File: src/rtl/cubic_eval_arbiter.sv
// Round-robin, packet-locked arbiter sharing one cubic evaluator among N_REQ
// AXI-stream requesters; an in-order tag FIFO steers results back to their owners.
module cubic_eval_arbiter #(
  parameter int N_REQ   = 4,
  parameter int DATA_W  = 32,
  parameter int MAX_OUT = 8
) (
  input  logic                         clk,
  input  logic                         rst,
  input  logic [N_REQ-1:0]             req_tvalid,
  output logic [N_REQ-1:0]             req_tready,
  input  logic [N_REQ*DATA_W-1:0]      req_tdata,
  input  logic [N_REQ-1:0]             req_tlast,
  output logic                         eval_tvalid,
  input  logic                         eval_tready,
  output logic [DATA_W-1:0]            eval_tdata,
  output logic                         eval_tlast,
  input  logic                         res_tvalid,
  output logic                         res_tready,
  input  logic [DATA_W-1:0]            res_tdata,
  input  logic                         res_tlast,
  output logic [N_REQ-1:0]             rsp_tvalid,
  input  logic [N_REQ-1:0]             rsp_tready,
  output logic [DATA_W-1:0]            rsp_tdata,
  output logic                         rsp_tlast,
  output logic [$clog2(MAX_OUT):0]     outstanding,
  output logic                         orphan_err
);

  localparam int TAG_W = (N_REQ > 1) ? $clog2(N_REQ) : 1;
  localparam int PTR_W = (MAX_OUT > 1) ? $clog2(MAX_OUT) : 1;
  localparam int CNT_W = $clog2(MAX_OUT) + 1;

  typedef enum logic {
    ARB  = 1'b0,
    BUSY = 1'b1
  } state_t;

  state_t             state_q, state_d;
  logic [TAG_W-1:0]   grant_q, grant_d;
  logic [TAG_W-1:0]   ptr_q, ptr_d;
  logic [TAG_W-1:0]   tag_mem_q [MAX_OUT];
  logic [TAG_W-1:0]   tag_mem_d [MAX_OUT];
  logic [PTR_W-1:0]   wr_ptr_q, wr_ptr_d;
  logic [PTR_W-1:0]   rd_ptr_q, rd_ptr_d;
  logic [CNT_W-1:0]   count_q, count_d;
  logic               orphan_q, orphan_d;

  logic               busy, full, empty, push, pop;
  logic               sel_valid, sel_last;
  logic [DATA_W-1:0]  sel_data;
  logic [TAG_W-1:0]   head_tag;
  logic               head_ready;
  logic               found;
  logic [TAG_W-1:0]   pick;
  logic [TAG_W:0]     cand_sum;

  assign busy  = (state_q == BUSY);
  assign full  = (count_q == CNT_W'(MAX_OUT));
  assign empty = (count_q == '0);

  // Mux the granted requester onto the evaluator input
  always_comb begin
    sel_valid  = 1'b0;
    sel_last   = 1'b0;
    sel_data   = '0;
    req_tready = '0;
    for (int i = 0; i < N_REQ; i++) begin
      if (grant_q == TAG_W'(i)) begin
        sel_valid     = req_tvalid[i];
        sel_last      = req_tlast[i];
        sel_data      = req_tdata[i*DATA_W +: DATA_W];
        req_tready[i] = busy & eval_tready & ~full;
      end
    end
  end

  assign eval_tvalid = busy & sel_valid & ~full;
  assign eval_tdata  = sel_data;
  assign eval_tlast  = sel_last;
  assign push        = eval_tvalid & eval_tready;

  assign head_tag = tag_mem_q[rd_ptr_q];

  // Results go to the owner of the head tag; with no tags they are sunk
  always_comb begin
    head_ready = 1'b0;
    rsp_tvalid = '0;
    for (int i = 0; i < N_REQ; i++) begin
      if (head_tag == TAG_W'(i)) begin
        head_ready    = rsp_tready[i];
        rsp_tvalid[i] = res_tvalid & ~empty;
      end
    end
  end

  assign res_tready  = empty | head_ready;
  assign pop         = res_tvalid & res_tready & ~empty;
  assign rsp_tdata   = res_tdata;
  assign rsp_tlast   = res_tlast;
  assign outstanding = count_q;
  assign orphan_err  = orphan_q;

  // Round-robin search starting at ptr; the grant is held until the TLAST beat issues
  always_comb begin
    state_d  = state_q;
    grant_d  = grant_q;
    ptr_d    = ptr_q;
    found    = 1'b0;
    pick     = '0;
    cand_sum = '0;
    for (int i = 0; i < N_REQ; i++) begin
      cand_sum = {1'b0, ptr_q} + (TAG_W+1)'(i);
      if (cand_sum >= (TAG_W+1)'(N_REQ)) begin
        cand_sum = cand_sum - (TAG_W+1)'(N_REQ);
      end
      if (!found && req_tvalid[cand_sum[TAG_W-1:0]]) begin
        found = 1'b1;
        pick  = cand_sum[TAG_W-1:0];
      end
    end
    case (state_q)
      ARB: begin
        if (found) begin
          grant_d = pick;
          state_d = BUSY;
        end
      end
      BUSY: begin
        if (push && sel_last) begin
          state_d = ARB;
          ptr_d   = (grant_q == TAG_W'(N_REQ-1)) ? '0 : grant_q + TAG_W'(1);
        end
      end
      default: state_d = ARB;
    endcase
  end

  always_comb begin
    tag_mem_d = tag_mem_q;
    wr_ptr_d  = wr_ptr_q;
    rd_ptr_d  = rd_ptr_q;
    count_d   = count_q;
    orphan_d  = orphan_q | (empty & res_tvalid);
    if (push) begin
      tag_mem_d[wr_ptr_q] = grant_q;
      wr_ptr_d            = wr_ptr_q + PTR_W'(1);
    end
    if (pop) begin
      rd_ptr_d = rd_ptr_q + PTR_W'(1);
    end
    case ({push, pop})
      2'b10:   count_d = count_q + CNT_W'(1);
      2'b01:   count_d = count_q - CNT_W'(1);
      default: count_d = count_q;
    endcase
  end

  always_ff @(posedge clk or negedge rst) begin
    if (!rst) begin
      state_q  <= ARB;
      grant_q  <= '0;
      ptr_q    <= '0;
      wr_ptr_q <= '0;
      rd_ptr_q <= '0;
      count_q  <= '0;
      orphan_q <= 1'b0;
      for (int i = 0; i < MAX_OUT; i++) begin
        tag_mem_q[i] <= '0;
      end
    end else begin
      state_q   <= state_d;
      grant_q   <= grant_d;
      ptr_q     <= ptr_d;
      wr_ptr_q  <= wr_ptr_d;
      rd_ptr_q  <= rd_ptr_d;
      count_q   <= count_d;
      orphan_q  <= orphan_d;
      tag_mem_q <= tag_mem_d;
    end
  end

endmodule

File: config.mk
export PLATFORM = sky130hd
export DESIGN_NAME = cubic_eval_arbiter
export DESIGN_NICKNAME = d
export VERILOG_FILES = /design/src/rtl/cubic_eval_arbiter.sv
export SDC_FILE = /design/constraint.sdc
export NUM_CORES = 1
export LEC_CHECK = 0
export ABC_AREA = 1
export ABC_CLOCK_PERIOD_IN_PS = 4800
export CAP_MARGIN = 20
export CORE_AREA = 2 2 101 103
export CTS_CLUSTER_SIZE = 25
export DETAILED_ROUTE_END_ITERATION = 12
export DIE_AREA = 0 0 103 105
export PLACE_DENSITY = 0.87
export SYNTH_ARGS = -nofsm -noshare
export SYNTH_HDL_FRONTEND = slang
export SYNTH_SLANG_ARGS = --single-unit
File: constraint.sdc
create_clock -name clk -period 4.8 [get_ports clk]
set_clock_uncertainty 0.05 [all_clocks]
set_input_delay 0.48 -clock clk [delete_from_list [all_inputs] [get_ports clk]]
set_output_delay 0.48 -clock clk [all_outputs]
set_load 0.1 [all_outputs]
[Word-level counts from Yosys, hierarchy flattened]
Cells that the tools add are included.
Cells by class
  $mul: 0
  magnitude comparators: 11
  bitwise logic cells: 16
  muxes and demuxes: 55
  shift operators: 0
  divide/modulo/power cells: 0
  $add $sub $neg: 12
  equal/unequal tests: 9
  reduce and logical (&&, ||, !) cells: 14
Operator list (count)
  2-to-1 mux 32 bit: 4
  2-to-1 mux 1 bit: 30
  2-to-1 mux 2 bit: 12
  bitwise mux 16 bit: 1
  less-than comparator 2 x 3 -> 1 bit, second input constant: 4
  == test 2 bit, second input constant: 5
  bitwise AND 1 bit: 9
  >= comparator 3 bit, second input constant: 3
  binary-select mux 1 bit (select 2 bit): 4
  >= comparator 4 bit, second input constant: 2
  NOT 3 -> 4 bit: 2
  one-hot mux 4 bit (2 select lines): 1
  subtractor 2 x 1 -> 2 bit, second input constant: 4
  adder 2 x 2 -> 3 bit, second input constant: 2
  adder 3 x 1 -> 3 bit, second input constant: 2
  binary-select mux 2 bit (select 3 bit): 1
  demux 2 bit (select 3 bit): 1
  == test 2 x 1 -> 1 bit, second input constant: 3
  logical AND 1 bit: 5
  adder 4 x 1 -> 4 bit, second input constant: 1
  == test 4 bit, second input constant: 1
  zero test 2 bit: 2
  zero test 4 bit: 1
  less-than comparator 4 x 1 -> 1 bit, second input constant: 1
  10 further kinds: 16
Storage, ports and cells
  latch bits: 0
  memories: 0
  RAM bits: 0
  bits of input ports: 177
  bits in read-only memories: 0
  register bits after elaboration: 32

[Logic depth before layout (Yosys ltp)]
Gate-level depths: netlist of the first run.
  depth after elaboration: 16
  mapped depth: 20
  mapped depth without buffers: 19

[Worst setup path before layout of the first run]
OpenSTA, ideal clock, no wires.
  path type: register to output
  start: register grant_q[0]
  end: output port eval_tdata[0]
  stages on the path, launching flop included: 8
  required time: 4.270 ns
  setup slack: 0.573 ns
  arrival time: 3.697 ns
  path buffers: 2
  cell sequence: dfrtp_1 -> clkinv_1 -> ha_1 -> buf_2 -> clkinv_1 -> clkbuf_1 -> nor2_1 -> o31ai_1
On the way
  word-level cells in the longest chain between the ends: 5
  elaborated cells between the ends (all ways): 8
  classes of those cells: 3 x eq/ne; 4 x mux; 1 x reduce/logical
Ends and longest elaborated chain
  start, declared: line 40  | logic [TAG_W-1:0] grant_q, grant_d;
  start signal, assigned: line 173  | grant_q <= grant_d;
  zero test 2 bit: line 69  | if (grant_q == TAG_W'(i)) begin
  2-to-1 mux 32 bit (3 in a row): line 69
  2-to-1 mux 32 bit (*): line 69
  end, declared: line 16  | output logic [DATA_W-1:0] eval_tdata,
Every way passes the cells marked *; elsewhere a longest branch is shown, timed or not.

[Worst setup path in the final report of the first run]
  start: register grant_q[0]
  end: output port eval_tlast
On the way
  word-level cells in the longest chain between the ends: 5
  elaborated cells between the ends (all ways): 8
  classes of those cells: 3 x eq/ne; 4 x mux; 1 x reduce/logical
Ends and longest elaborated chain
  zero test 2 bit: line 69
  2-to-1 mux 1 bit (3 in a row): line 69
  2-to-1 mux 1 bit (*): line 69
  end, declared: line 17  | output logic eval_tlast,
Marks and branches as above.

==> results of run 1 <==
-- layout by cell type (no fill, tap or decap), drive strengths merged, types with 2 or more instances in the layout --
cell,instances
nand2,133
a21oi,5
nand3,21
o31ai,32
clkdlybuf4s50,156
a221oi,32
dfrtp,32
buf,40
nand4,6
ha,9
nor2,55
nor3,2
clkinv,5
o21ai,33
xor2,5
clkbuf,5
inv,50
-- worst max path at each step --
stage                                 to  cells after the start  slack [ns]
final                         eval_tlast                      9        1.10
after floorplan            eval_tdata[0]                      7        0.57
after CTS                     eval_tlast                      9        1.13
after detailed placement  outstanding[3]                     19        1.26
after global routing          eval_tlast                      9        0.89
after global placement    outstanding[3]                     19        1.52
-- registers in the layout, summed over array words and instances, names as in the netlist --
signal       cells
outstanding      4
rd_ptr_q         3
wr_ptr_q         3
grant_q          2
ptr_q            2
orphan_err       1
tag_mem_q       16
busy             1
-- synth_stat cells --
library cell    n  area share
nor3_1          2      0.0031
a211oi_1        1      0.0023
o31ai_1        32       0.075
clkinv_1        2      0.0023
nand3b_2        1      0.0035
nor2_2          1      0.0019
a22oi_2         1      0.0039
a21oi_1         5      0.0078
nor2_1         54       0.063
xnor2_1         1      0.0027
o21ai_2         3      0.0082
nand4_1         6       0.012
ha_1            9       0.035
xor2_1          4       0.011
buf_2           1      0.0016
nand3_2         1      0.0031
o21ai_1        15       0.023
nand2_1       126        0.15
fa_1            1      0.0062
xor2_2          1      0.0051
o21a_1          1      0.0023
o21ai_0        15       0.023
clkbuf_1       19       0.022
nand3_1        20       0.031
a221oi_1       32       0.087
inv_1          45       0.053
nor3b_1         1      0.0023
buf_4          34       0.079
buf_6           3       0.011
inv_2           5      0.0058
dfrtp_1        32        0.25
nand2_2         7       0.014
o21bai_1        1      0.0023
-- cell type report --
class	instances	area, µm²	share of cell area
clock inverters	3	18.77	0.003779
clock buffers	5	68.82	0.01386
well taps	133	166.4	0.03351
repair buffers	196	1862	0.3749
inverters	52	195.2	0.03930
multi-input cells	341	1854	0.3734
flip-flops and latches	32	800.8	0.1612
-- logic make-up after synthesis --
group           after synthesis
compound gates              106
fa+ha+maj                    10
xor+xnor                      6
buf+inv                     109
simple gates                219
flops                        32
-- layer usage --
layer	up-vias	track usage
li1	1882	-
met1	1790	0.2605
met2	143	0.3576
met3	37	0.07826
met4	0	0.07143
met5	-	0
-- through the flow --
stage | hold WS [ns] | cells | util | instance area, µm²
after floorplan | 0.1344 | 482 | - | 3213
after global placement | 0.4068 | 754 | 0.5061 | 4878
after detailed placement | 0.4123 | 754 | 0.5061 | 4878
after CTS | 0.4323 | 762 | 0.5152 | 4966
after global routing | 0.4692 | 762 | 0.5152 | 4966
final | 0.4267 | 762 | 0.5152 | 4966
==> impl_metrics.tcl, run 1 <==
set metrics [dict create \
    io_buffer_count 191 \
    status "finished, final reports clean" \
    core_area_um2 9639 \
    synth_compound_area_frac 0.2356 \
    place.gp.congestion 0.9321 \
    numCtsBuffers 5 \
    first_pass_iters 5 \
    m1WireLength_um 4615 \
    synth.distinct_cells 33 \
    top_layer_used "met4" \
    reg2reg_slack_ns 1.25 \
    wire_per_inst_um 15.51 \
    setup_violations 0 \
    hpwlAfterDp_um 9553 \
    first_global_vias 3864 \
    cap_violations 0 \
    wl_met3_um 1126 \
    hold_path_depth 1 \
    synth_seq_cells 32 \
    timing.rr.start "grant_q[1]" \
    cts_root_buffer "clkbuf_8" \
    grt_remaining_overflow 0 \
    num_rows 36 \
    finalWirelength_um 11820 \
    dr_wl_met2_um 5787 \
    crit_path_end_kind "output port" \
    die_h_um 105 \
    antenna_found_initial 0 \
    drc 0 \
    hold_path_startpoint "orphan_err" \
    postCtsSetupBuffers 0 \
    syn_inst 482 \
    rsz0062_at_grt "false" \
    avgSynthCellArea_um2 6.666 \
    cts.sinks 32 \
    crit_arrival_ns 3.17 \
    cpMaxStageDelayCell "clkinv_1" \
    grt_usage 0.2175 \
    synth_top_family_by_area "simple AND/OR/NAND/NOR gates" \
    path_clk_slew_ns 0.07 \
    max_slew_margin 0.3371 \
    vias 3852 \
    synth_warnings 0 \
    critical_path.top_delay_family "buffers and inverters" \
    rr_worst_depth 19 \
    slowest_delay_ns 0.87 \
    drtIter0Drc 203 \
    synthSimpleGateAreaFrac 0.2808 \
    hold_violations 0 \
    cts_buffer_depth 2 \
    grt_max_degree 65 \
    critPathLaunch "grant_q[0]" \
    start_util 0.3333 \
    crit_chain "clkinv_1 > ha_1 > buf_4 > clkinv_1 > nand2_1 > nand2_1 > o21ai_0 > inv_1 > buf_4" \
    pin_count 258 \
    die_area_um2 10820 \
    required_ns 4.27 \
    min_to "orphan_err" \
    muxShareOfSynthArea 0 \
    final.fill_count 947 \
    r2r-end "outstanding[3]" \
    dpl_worst_slack_ns 1.264 \
    cp_max_fo 36 \
    tightest_slew_ns 0.9913 \
    viasPerCell 5.055 \
    fin_crit_sh 0.7701 \
    drtAntennaViolNets 0 \
    drive_gt1_frac 0.1097 \
    startpoint_type "flop" \
    syn2layout_area_growth_pct 54.56 \
    cts_hold_buffers 0 \
    synth_xor_area_frac 0.01869 \
    criticalPathCategory "reg2out" \
    die_w_um 103 \
    tns_ns 0 \
    insertion_delay_ns 0.29 \
    finalMaxSlewViolations 0 \
    diodes 0 \
    path_buf_inv 5 \
    cts_tree "yes" \
    worstHoldPathType "reg2reg" \
    fin_crit_ns 3.696 \
    max_freq_mhz 270.5 \
    grt_pass1_wl_um 18800 \
    synth-seq-area-share 0.2492 \
    synth_nets 669 \
    cts_resized 0 \
    fin_nets 815 \
    setup_slack_ns 1.104 \
    synthAdderAreaFrac 0.04128 \
    htree_levels 2 \
    synth_area_um2 3213 \
]
Power of run 1 is not shown: default switching activity piles up to over one toggle a cycle in this logic, so the estimate is an artifact.
==> run 2, diff against run 1 <==
--- a/config.mk
+++ b/config.mk
@@ -6,7 +6,7 @@
 export NUM_CORES = 1
 export LEC_CHECK = 0
 export ABC_AREA = 1
-export ABC_CLOCK_PERIOD_IN_PS = 4800
+export ABC_CLOCK_PERIOD_IN_PS = 3750
 export CAP_MARGIN = 20
 export CORE_AREA = 2 2 101 103
 export CTS_CLUSTER_SIZE = 25
==> constraint.sdc (replaced) <==
create_clock -name clk -period 3.75 [get_ports clk]
set_clock_uncertainty 0.05 [all_clocks]
set_input_delay 0.375 -clock clk [delete_from_list [all_inputs] [get_ports clk]]
set_output_delay 0.375 -clock clk [all_outputs]
set_load 0.1 [all_outputs]
==> run 2 against run 1 <==
Utilization grew 5.9 points. Critical path depth shrank 1. Setup slack lost 0.53 ns. Largest cell class unchanged. Wire length grew 2.3%. Flip-flop and latch count is the same. Cell area grew 11%. Register-to-register slack lost 0.52 ns. Die area is the same. Final cell count shrank 0.13%. Non-clock buffer count is the same.
==> impl_metrics.tcl, run 2 (synthesis results as in run 1) <==
set metrics [dict create \
    die_w_um 103 \
    drive_gt1_frac 0.1704 \
    setup_slack_ns 0.5729 \
    max_slew_margin 0.3447 \
    syn2layout_area_growth_pct 72.24 \
    grt_remaining_overflow 0 \
    dpl_worst_slack_ns 0.7746 \
    mostFrequentLayoutCell "clkdlybuf4s50_1" \
    pin_count 258 \
    core_area_um2 9639 \
    max_freq_mhz 314.8 \
    crit_path_end_kind "output port" \
    diodes 0 \
    crit_chain "clkinv_1 > ha_1 > clkinv_1 > nand2_1 > nand2_1 > o21ai_0 > inv_1 > buf_12" \
    crit_arrival_ns 2.75 \
    start_util 0.3333 \
    cap_violations 0 \
    fin_nets 815 \
    num_rows 36 \
    drtIter0Drc 269 \
    tightest_slew_ns 0.9799 \
    multi_input_area_um2 2014 \
    timing.rr.start "rd_ptr_q[0]" \
    cts_tree "yes" \
    postCtsSetupBuffers 0 \
    htree_levels 2 \
    drtAntennaViolNets 0 \
    startpoint_type "flop" \
    hpwlAfterDp_um 9699 \
    slowest_delay_ns 0.77 \
    largest_reg_flops 16 \
    die_h_um 105 \
    path_clk_slew_ns 0.06 \
    critical_path.top_delay_family "buffers and inverters" \
    fin_crit_ns 3.177 \
    placed_area_um2 5456 \
    cpMaxStageDelayCell "clkinv_1" \
    r2r-end "outstanding[3]" \
    grt_max_degree 65 \
    seq_area_um2 800.8 \
    rr_worst_depth 18 \
    cts.sinks 32 \
    final_cell_mix "clkdlybuf4s50_1 (148), nand2_1 (126), nor2_1 (54), inv_1 (45), buf_12 (35)" \
    criticalPathCategory "reg2out" \
    whs_ns 0.4278 \
    place.gp.congestion 0.8873 \
    cts_buffer_depth 2 \
    hold_path_startpoint "orphan_err" \
    tns_ns 0 \
    numCtsBuffers 5 \
    wire_per_inst_um 15.89 \
    worstHoldPathType "reg2reg" \
    setup_violations 0 \
    finalMaxSlewViolations 0 \
    insertion_delay_ns 0.29 \
    vias 3912 \
    status "finished, final reports clean" \
    first_pass_iters 5 \
    viasPerCell 5.141 \
    fin_crit_sh 0.8472 \
    io_buffer_count 191 \
    grt_usage 0.2186 \
    final_cell_area_um2 5534 \
    rsz0062_at_grt "false" \
    cts_root_buffer "clkbuf_8" \
    reg2reg_slack_ns 0.73 \
    required_ns 3.32 \
    first_global_vias 3973 \
    cts_resized 0 \
    largest-register "tag_mem_q" \
    hold_path_depth 1 \
    hold_violations 0 \
    grt_pass1_wl_um 18900 \
    final.fill_count 860 \
    cp_max_fo 34 \
    path_buf_inv 4 \
    drc 0 \
    finalWirelength_um 12090 \
    die_area_um2 10820 \
    min_to "orphan_err" \
    antenna_found_initial 0 \
    cts_hold_buffers 0 \
]
-- run 2: cell types whose count changed in the layout (fill, tap and decap cells not counted), sizes merged --
cell	before	now
buf	40	48
clkbuf	5	6
clkdlybuf4s50	156	148
clkinv	5	3
-- run 2: final cells by class --
cell class,instances,share of cell area
repair buffers,196,0.4119
multi-input cells,341,0.3640
flip-flops and latches,32,0.1447
inverters,52,0.03527
well taps,133,0.03007
clock buffers,6,0.01311
clock inverters,1,0.0009044
-- run 2: worst max-delay path by stage --
stage | startpoint | end | depth (start not counted)
after floorplan | outstanding[3] | rsp_tvalid[1] | 4
after global placement | grant_q[0] | eval_tdata[21] | 6
after detailed placement | rd_ptr_q[0] | outstanding[3] | 18
after CTS | grant_q[0] | eval_tlast | 8
after global routing | grant_q[0] | eval_tlast | 8
final | grant_q[0] | eval_tlast | 8
-- run 2: per-stage QoR --
| stage | util | instances |
|---|---|---|
| after floorplan | - | 482 |
| after global placement | 0.5661 | 754 |
| after detailed placement | 0.5661 | 754 |
| after CTS | 0.5741 | 761 |
| after global routing | 0.5741 | 761 |
| final | 0.5741 | 761 |
-- run 2: layer usage --
layer / up-vias / routed length, µm / global-route usage
li1: 1884 / - / -
met1: 1831 / 4510 / 0.2490
met2: 172 / 5945 / 0.3646
met3: 25 / 1278 / 0.09431
met4: 0 / 354 / 0.06861
met5: - / 0 / 0
Power of run 2 is left out for the same reason.
